`src/rtl/rc_unit_vc.sv`:
```
// rc_unit_vc: route computation for one input port of a 2D-mesh router.
// Registered XY dimension-order routing with a per-VC route table. A VC's
// output port is held from head acceptance until the buffer releases it.
// Optional build macro: RC_BOUNDARY_CHECK_EN (out-of-mesh destinations are
// ejected locally via CENTER and flagged on dest_err_o).

package rc_unit_vc_pkg;
  typedef enum logic [2:0] {
    CENTER = 3'd0,
    LEFT   = 3'd1,
    RIGHT  = 3'd2,
    UP     = 3'd3,
    DOWN   = 3'd4
  } port_t;
endpackage

// state  | meaning
// IDLE   | no route held; VC accepts a head flit
// ROUTED | route held in out_port_o[i] until release_i[i]
module rc_unit_vc
  import rc_unit_vc_pkg::*;
#(
  parameter int MESH_SIZE_X      = 4,
  parameter int MESH_SIZE_Y      = 4,
  parameter int X_CURRENT        = 0,
  parameter int Y_CURRENT        = 0,
  parameter int VC_NUM           = 2,
  parameter int DEST_ADDR_SIZE_X = (MESH_SIZE_X > 1) ? $clog2(MESH_SIZE_X) : 1,
  parameter int DEST_ADDR_SIZE_Y = (MESH_SIZE_Y > 1) ? $clog2(MESH_SIZE_Y) : 1,
  // derived from VC_NUM; not meant to be overridden
  parameter int VC_IDX_W         = (VC_NUM > 1) ? $clog2(VC_NUM) : 1
) (
  input  logic                        clk,
  input  logic                        rst,
  input  logic                        head_valid_i,
  input  logic [VC_IDX_W-1:0]         head_vc_i,
  input  logic [DEST_ADDR_SIZE_X-1:0] x_dest_i,
  input  logic [DEST_ADDR_SIZE_Y-1:0] y_dest_i,
  input  logic [VC_NUM-1:0]           release_i,
  output logic [VC_NUM-1:0]           ready_o,
  output logic [VC_NUM-1:0]           route_valid_o,
  output port_t [VC_NUM-1:0]          out_port_o,
  output logic                        proto_err_o
`ifdef RC_BOUNDARY_CHECK_EN
  ,
  output logic                        dest_err_o
`endif
);

  typedef enum logic {
    IDLE   = 1'b0,
    ROUTED = 1'b1
  } vc_state_t;

  // Compares are done in a 32-bit unsigned domain so that narrow address
  // fields and parameter limits never get truncated against each other.
  localparam logic [31:0] X_CUR  = 32'(X_CURRENT);
  localparam logic [31:0] Y_CUR  = 32'(Y_CURRENT);
  localparam logic [31:0] VC_LIM = 32'(VC_NUM);

  vc_state_t           r_state [VC_NUM];
  port_t [VC_NUM-1:0]  r_out_port;
  logic                r_proto_err;

  logic [31:0]         w_x_ext;
  logic [31:0]         w_y_ext;
  logic [31:0]         w_vc_ext;
  logic                w_vc_ok;
  port_t               w_route;
  logic [VC_NUM-1:0]   w_idle;
  logic [VC_NUM-1:0]   w_hit;
  logic [VC_NUM-1:0]   w_accept;
  logic                w_err;

  assign w_x_ext  = 32'(x_dest_i);
  assign w_y_ext  = 32'(y_dest_i);
  assign w_vc_ext = 32'(head_vc_i);
  assign w_vc_ok  = (w_vc_ext < VC_LIM);

`ifdef RC_BOUNDARY_CHECK_EN
  logic w_dest_bad;
  logic r_dest_err;
  assign w_dest_bad = (w_x_ext >= 32'(MESH_SIZE_X)) || (w_y_ext >= 32'(MESH_SIZE_Y));
  assign dest_err_o = r_dest_err;
`endif

  // XY dimension-order route of the presented head: resolve X first, then Y
  always_comb begin
    w_route = CENTER;
    if (w_x_ext < X_CUR)      w_route = LEFT;
    else if (w_x_ext > X_CUR) w_route = RIGHT;
    else if (w_y_ext < Y_CUR) w_route = UP;
    else if (w_y_ext > Y_CUR) w_route = DOWN;
`ifdef RC_BOUNDARY_CHECK_EN
    if (w_dest_bad) w_route = CENTER;
`endif
  end

  // Per-VC handshake: readiness, head acceptance and protocol-error detection
  always_comb begin
    w_idle        = '0;
    w_hit         = '0;
    ready_o       = '0;
    route_valid_o = '0;
    for (int i = 0; i < VC_NUM; i++) begin
      w_idle[i]        = (r_state[i] == IDLE);
      ready_o[i]       = w_idle[i] | release_i[i];
      route_valid_o[i] = (r_state[i] == ROUTED);
      w_hit[i]         = head_valid_i && w_vc_ok && (head_vc_i == VC_IDX_W'(i));
    end
    w_accept = w_hit & ready_o;
    // busy VC, VC index out of range, or release of a VC that holds no route
    w_err    = (|(w_hit & ~ready_o)) || (head_valid_i && !w_vc_ok) ||
               (|(release_i & w_idle));
  end

  // VC state machines, held route table and sticky protocol error
  always_ff @(posedge clk or negedge rst) begin
    if (!rst) begin
      for (int i = 0; i < VC_NUM; i++) begin
        r_state[i]    <= IDLE;
        r_out_port[i] <= CENTER;
      end
      r_proto_err <= 1'b0;
    end else begin
      for (int i = 0; i < VC_NUM; i++) begin
        if (w_accept[i]) begin
          // also covers release+head in one cycle: the route is reloaded
          r_state[i]    <= ROUTED;
          r_out_port[i] <= w_route;
        end else if (release_i[i] && (r_state[i] == ROUTED)) begin
          // out_port keeps its last value; only the valid flag drops
          r_state[i] <= IDLE;
        end
      end
      if (w_err) r_proto_err <= 1'b1;
    end
  end

`ifdef RC_BOUNDARY_CHECK_EN
  // Sticky flag for accepted heads addressed outside the mesh
  always_ff @(posedge clk or negedge rst) begin
    if (!rst)                             r_dest_err <= 1'b0;
    else if ((|w_accept) && w_dest_bad)   r_dest_err <= 1'b1;
  end
`endif

  assign out_port_o  = r_out_port;
  assign proto_err_o = r_proto_err;

endmodule
```
`config.mk`:
```
export PLATFORM = sky130hd
export DESIGN_NAME = rc_unit_vc
export DESIGN_NICKNAME = d
export VERILOG_FILES = /design/src/rtl/rc_unit_vc.sv
export SDC_FILE = /design/constraint.sdc
export NUM_CORES = 1
export LEC_CHECK = 0
export CORE_AREA = 2 2 39 41
export CTS_CLUSTER_DIAMETER = 100
export DETAILED_ROUTE_END_ITERATION = 16
export DIE_AREA = 0 0 41 43
export MAX_ROUTING_LAYER = met4
export PLACE_DENSITY = 0.63
export SYNTH_ARGS = -nofsm -noshare
export SYNTH_HDL_FRONTEND = slang
export SYNTH_SLANG_ARGS = --single-unit
export TNS_END_PERCENT = 20
```
`constraint.sdc`:
```
create_clock -name clk -period 1.2 [get_ports clk]
set_input_delay 0.18 -clock clk [delete_from_list [all_inputs] [get_ports clk]]
set_output_delay 0.18 -clock clk [all_outputs]
set_load 0.02 [all_outputs]
```
[Word level (Yosys, flattened, before mapping)]
Cells that the tools add are included.
Storage, ports and cells
  word-level logic and storage cells: 40
  bits of input ports: 10
  register bits after elaboration: 9
  output and inout bits: 11
Operators by class
  mux-type cells: 8
  reductions and logical operators: 13
  order comparisons: 5
  bitwise gates (word level): 9
Operator list (number)
  $mux W3: 4
  $and A2 B2 Y2: 3
  $logic_and A1 B1 Y1: 6
  $gt A2 B1 Y1 const B: 2
  $lt A2 B1 Y1 const B: 2
  $mux W1: 4
  $reduce_bool A2 Y1: 2
  $reduce_or A2 Y1: 2
  $not A1 Y1: 3
  $logic_or A1 B1 Y1: 2
  $lt A1 B2 Y1 const B: 1
  $not A2 Y2: 1
  $or A1 B1 Y1: 2
  $logic_not A1 Y1: 1

[Longest topological paths before layout]
Gate-level depths: netlist of run 1.
  depth after elaboration: 7
  depth in mapped cells: 3

[Least setup slack after synthesis of run 1]
No wires, ideal clock.
  kind: register -> register
  start: reg r_state (netlist bit route_valid_o[1])
  end: reg r_out_port (netlist bit out_port_o[4])
  stages on the path, launching flop included: 4
  library setup time: 0.125 ns
  path slack: -0.011 ns
  arrival: 1.086 ns
  required time: 1.075 ns
  period minus slack after synthesis: 1.211 ns
  path buffers: 0
  cell sequence: dfrtp_1 -> nand2b_4 -> nor2b_4 -> mux2_4
Between the ends
  cells in the longest elaborated chain, start to end: 3
RTL lines
  from (decl): line 61  | vc_state_t r_state [VC_NUM];
  from (signal, indexed assignment): line 121  | r_state[i] <= IDLE;
  from (signal, indexed assignment): line 129  | r_state[i] <= ROUTED;
  from (signal, indexed assignment): line 133  | r_state[i] <= IDLE;
  $not A1 Y1: line 106  | w_idle[i] = (r_state[i] == IDLE);
  $or A1 B1 Y1: line 107  | ready_o[i] = w_idle[i] | release_i[i];
  net ready_o[1]: line 40  | output logic [VC_NUM-1:0] ready_o,
  $and A2 B2 Y2: line 111  | w_accept = w_hit & ready_o;
  to (signal, indexed assignment): line 130  | r_out_port[i] <= w_route;
  to (decl): line 62  | port_t [VC_NUM-1:0] r_out_port;
The timed path passes the listed nets, and every way through them passes these cells.
A chain may end at the register's enable or synchronous reset.

[Worst setup path after layout of run 1]
  start: reg r_state (netlist bit route_valid_o[0])
  end: reg r_out_port (netlist bit out_port_o[2])
Between the ends
  cells in the longest elaborated chain, start to end: 3
RTL lines (line)
  $not A1 Y1: 106
  $or A1 B1 Y1: 107
  $and A2 B2 Y2: 111
No other way between the ends.

==> results.cfg, run 1 <==
[drt]
vias = 275
antenna_left = 0
drcViolationCount = 0
routed_via_density = 3.87
drt_iter0_markers = 2
drt_pass1_iterations = 2
wl_um = 643
wire_per_inst_um = 9.06

[synth]
synth_top_area_cell = dfrtp_1
synth_compound_area_share_pct = 4.67
synth_cells = 29
synthXorXnorAreaFrac_pct = 0
yosys.cell_types.count = 13
yosysWarnings = 0
ys_seq_area_share_pct = 46.7
netlist.area_leader.share_pct = 46.7
synth-seq-cells = 7
muxShareOfSynthArea_pct = 16.0
synth_area_per_cell_um2 = 12.9
syn-cell-area_um2 = 375
synth_area_leaders = dfrtp_1 (47%), mux2_4 (16%), nand2b_4 (11%)
synth_top_family_by_area = simple AND/OR/NAND/NOR gates
yosys.area_share.simple_pct = 25.7
synthAdderAreaFrac_pct = 0

[critical_path]
reg2reg_from = route_valid_o[0]$_DFFE_PN0P_
start_kind = register
reg2reg_to = out_port_o[2]$_DFFE_PN0P_
path_class = reg -> reg
cp_max_fo = 3
cp-end-kind = register
reg2regPathDepth = 4
critPathRequiredTime_ns = 1.33
critPathArrivalTime_ns = 1.29
r2r_setup_slack_ns = 0.04

[finish]
drive_above_1_share_pct = 38.2
final_cells = 71
antenna_cells = 0
area_delta_synth_final_pct = 64.7
fin_util_pct = 44.7
final_cell_mix = clkdlybuf4s50_1 (7), dlygate4sd2_1 (7), dfrtp_1 (6)
fillers = 147
nNetsFinal = 66

[placed_design]
io_buffers = 18
place.gp.congestion = 0.718
pre_cts_ws_ns = -0.370
dp_cells = 67

[sta]
period_needed_ns = 1.16
rsz0062_at_grt = true
skew_ns = 0.000353
hold_viol = 0
setup_viol = 0
setup_slack_ns = 0.0368
max_freq_mhz = 860
whs_ns = 0.196
tns_ns = 0
min_period_over_period_pct = 96.9
maxSlewViolCount = 0

[global_routing]
grt.overflow.total = 0
grt_pass1_wl_um = 1040
grt_usage_pct = 9.65
grt_start_max_net_pins = 8
grt_pass1_vias = 257
antenna_found_initial = 0

[floorplan]
pin_count = 21
die_h_um = 43
die_x_um = 41
core_area_um2 = 1380
rows = 14
die_area_um2 = 1760
initial_core_util_pct = 27.1

[power]
p_leak_uw = 0.000304
p_seq_share_pct = 40.8
combPwrFrac_pct = 29.3
power.share.clock_pct = 29.9
powerDensity_nw_per_um2 = 1110
swShare_pct = 27.2
p_int_uw = 501
peakVddDrop_mv = 0.513
p_switching_uw = 188

[clocking]
clk_pin_slew_worst_paths_ns = 0.05
numCtsBuffers = 3
root_buffer = clkbuf_4
cts_buffer_depth = 2
cts_tree = built
cts_sinks = 7
clock_latency_ns = 0.24
htreeDepth = 1

[run_status]
status = finished, final reports clean

[hold_path]
min_path_type = in -> async

[run]
drv_cap = 0
metrics by stage:
stage,area [µm²],power (µW)
5_1_grt,618,733
4_1_cts,608,701
3_3_place_gp,603,509
3_5_place_dp,603,510
2_1_floorplan,380,398
6_report,618,689
sequential cells by signal (all words and copies together) (netlist names):
register,cells
route_valid_o,2
out_port_o,4
proto_err_o,1
synth_stat cells:
cell type / n
conb_1: 1
mux2_4: 4
inv_1: 2
nor2b_4: 2
dfrtp_1: 7
nor2_1: 2
o221ai_1: 1
nand2_1: 2
buf_4: 2
or2_1: 1
nand2b_4: 3
a221oi_1: 1
nand2_2: 1
power groups by stage:
| stage | Sequential, µW | Combinational [µW] | Clock, µW |
|---|---|---|---|
| 3_5_place_dp | 285 | 225 | 0 |
| 6_report | 281 | 202 | 206 |
| 3_3_place_gp | 286 | 223 | 0 |
| 2_1_floorplan | 316 | 81.3 | 0 |
| 5_1_grt | 283 | 217 | 232 |
| 4_1_cts | 281 | 200 | 219 |
area by class of cell:
cell class / count / area, µm² / area share, %
clock buffers: 4 / 26.3 / 4.25
inverters: 2 / 7.51 / 1.21
multi-input cells: 19 / 181 / 29.4
flip-flops and latches: 7 / 176 / 28.5
well taps: 16 / 20.0 / 3.24
repair buffers: 23 / 206 / 33.4
cells by family (layout without fill, tap and decap cells):
family	Yosys count	count (layout)
buffers and inverters	4	29
multiplexers	4	4
other	1	2
flip-flops	7	7
AND/OR/NAND/NOR	11	11
AO/OA/AOI/OAI	2	2
worst max-delay path by stage:
| stage | cells after the start | from | endpoint |
|---|---|---|---|
| floorplan | 3 | route_valid_o[0]$_DFFE_PN0P_ | out_port_o[1]$_DFFE_PN0P_ |
| global route | 4 | route_valid_o[0]$_DFFE_PN0P_ | out_port_o[1]$_DFFE_PN0P_ |
| finish | 4 | route_valid_o[0]$_DFFE_PN0P_ | out_port_o[2]$_DFFE_PN0P_ |
| CTS | 1 | route_valid_o[0]$_DFFE_PN0P_ | route_valid_o[0] |
| detailed placement | 3 | release_i[0] | ready_o[0] |
| global placement | 3 | release_i[0] | ready_o[0] |
routing by layer:
| layer | global-route usage, % | up-vias | share of wire, % |
|---|---|---|---|
| met5 | - | - | 0 |
| met4 | 8.00 | 0 | 0 |
| met3 | 4.71 | 0 | 9.6 |
| met2 | 10.0 | 10 | 45 |
| met1 | 13.2 | 122 | 45 |
| li1 | - | 143 | - |
repair_timing:
action,in CTS,in global routing
pin swaps,0,0
buffers inserted,0,0
gates resized for setup,17,4
setup endpoints to repair,13,6
hold buffers,0,0
worst max-delay path, stage by stage, from the launching register on:
cell and delay [ns]:
dfrtp_1 0.41, nand2b_4 0.09, buf_6 0.09, nor2b_4 0.15
mux2_4 0.30
Note: power is estimated with default switching activity, not from simulation.
==> inputs of run 2 (changes only) <==
--- a/config.mk
+++ b/config.mk
@@ -9,6 +9,7 @@
 export CTS_CLUSTER_DIAMETER = 100
 export DETAILED_ROUTE_END_ITERATION = 16
 export DIE_AREA = 0 0 41 43
+export GPL_ROUTABILITY_DRIVEN = 0
 export MAX_ROUTING_LAYER = met4
 export PLACE_DENSITY = 0.63
 export SYNTH_ARGS = -nofsm -noshare
==> results of run 2 <==
Same layout as run 1: the final DEF is identical, and so are final timing and power.
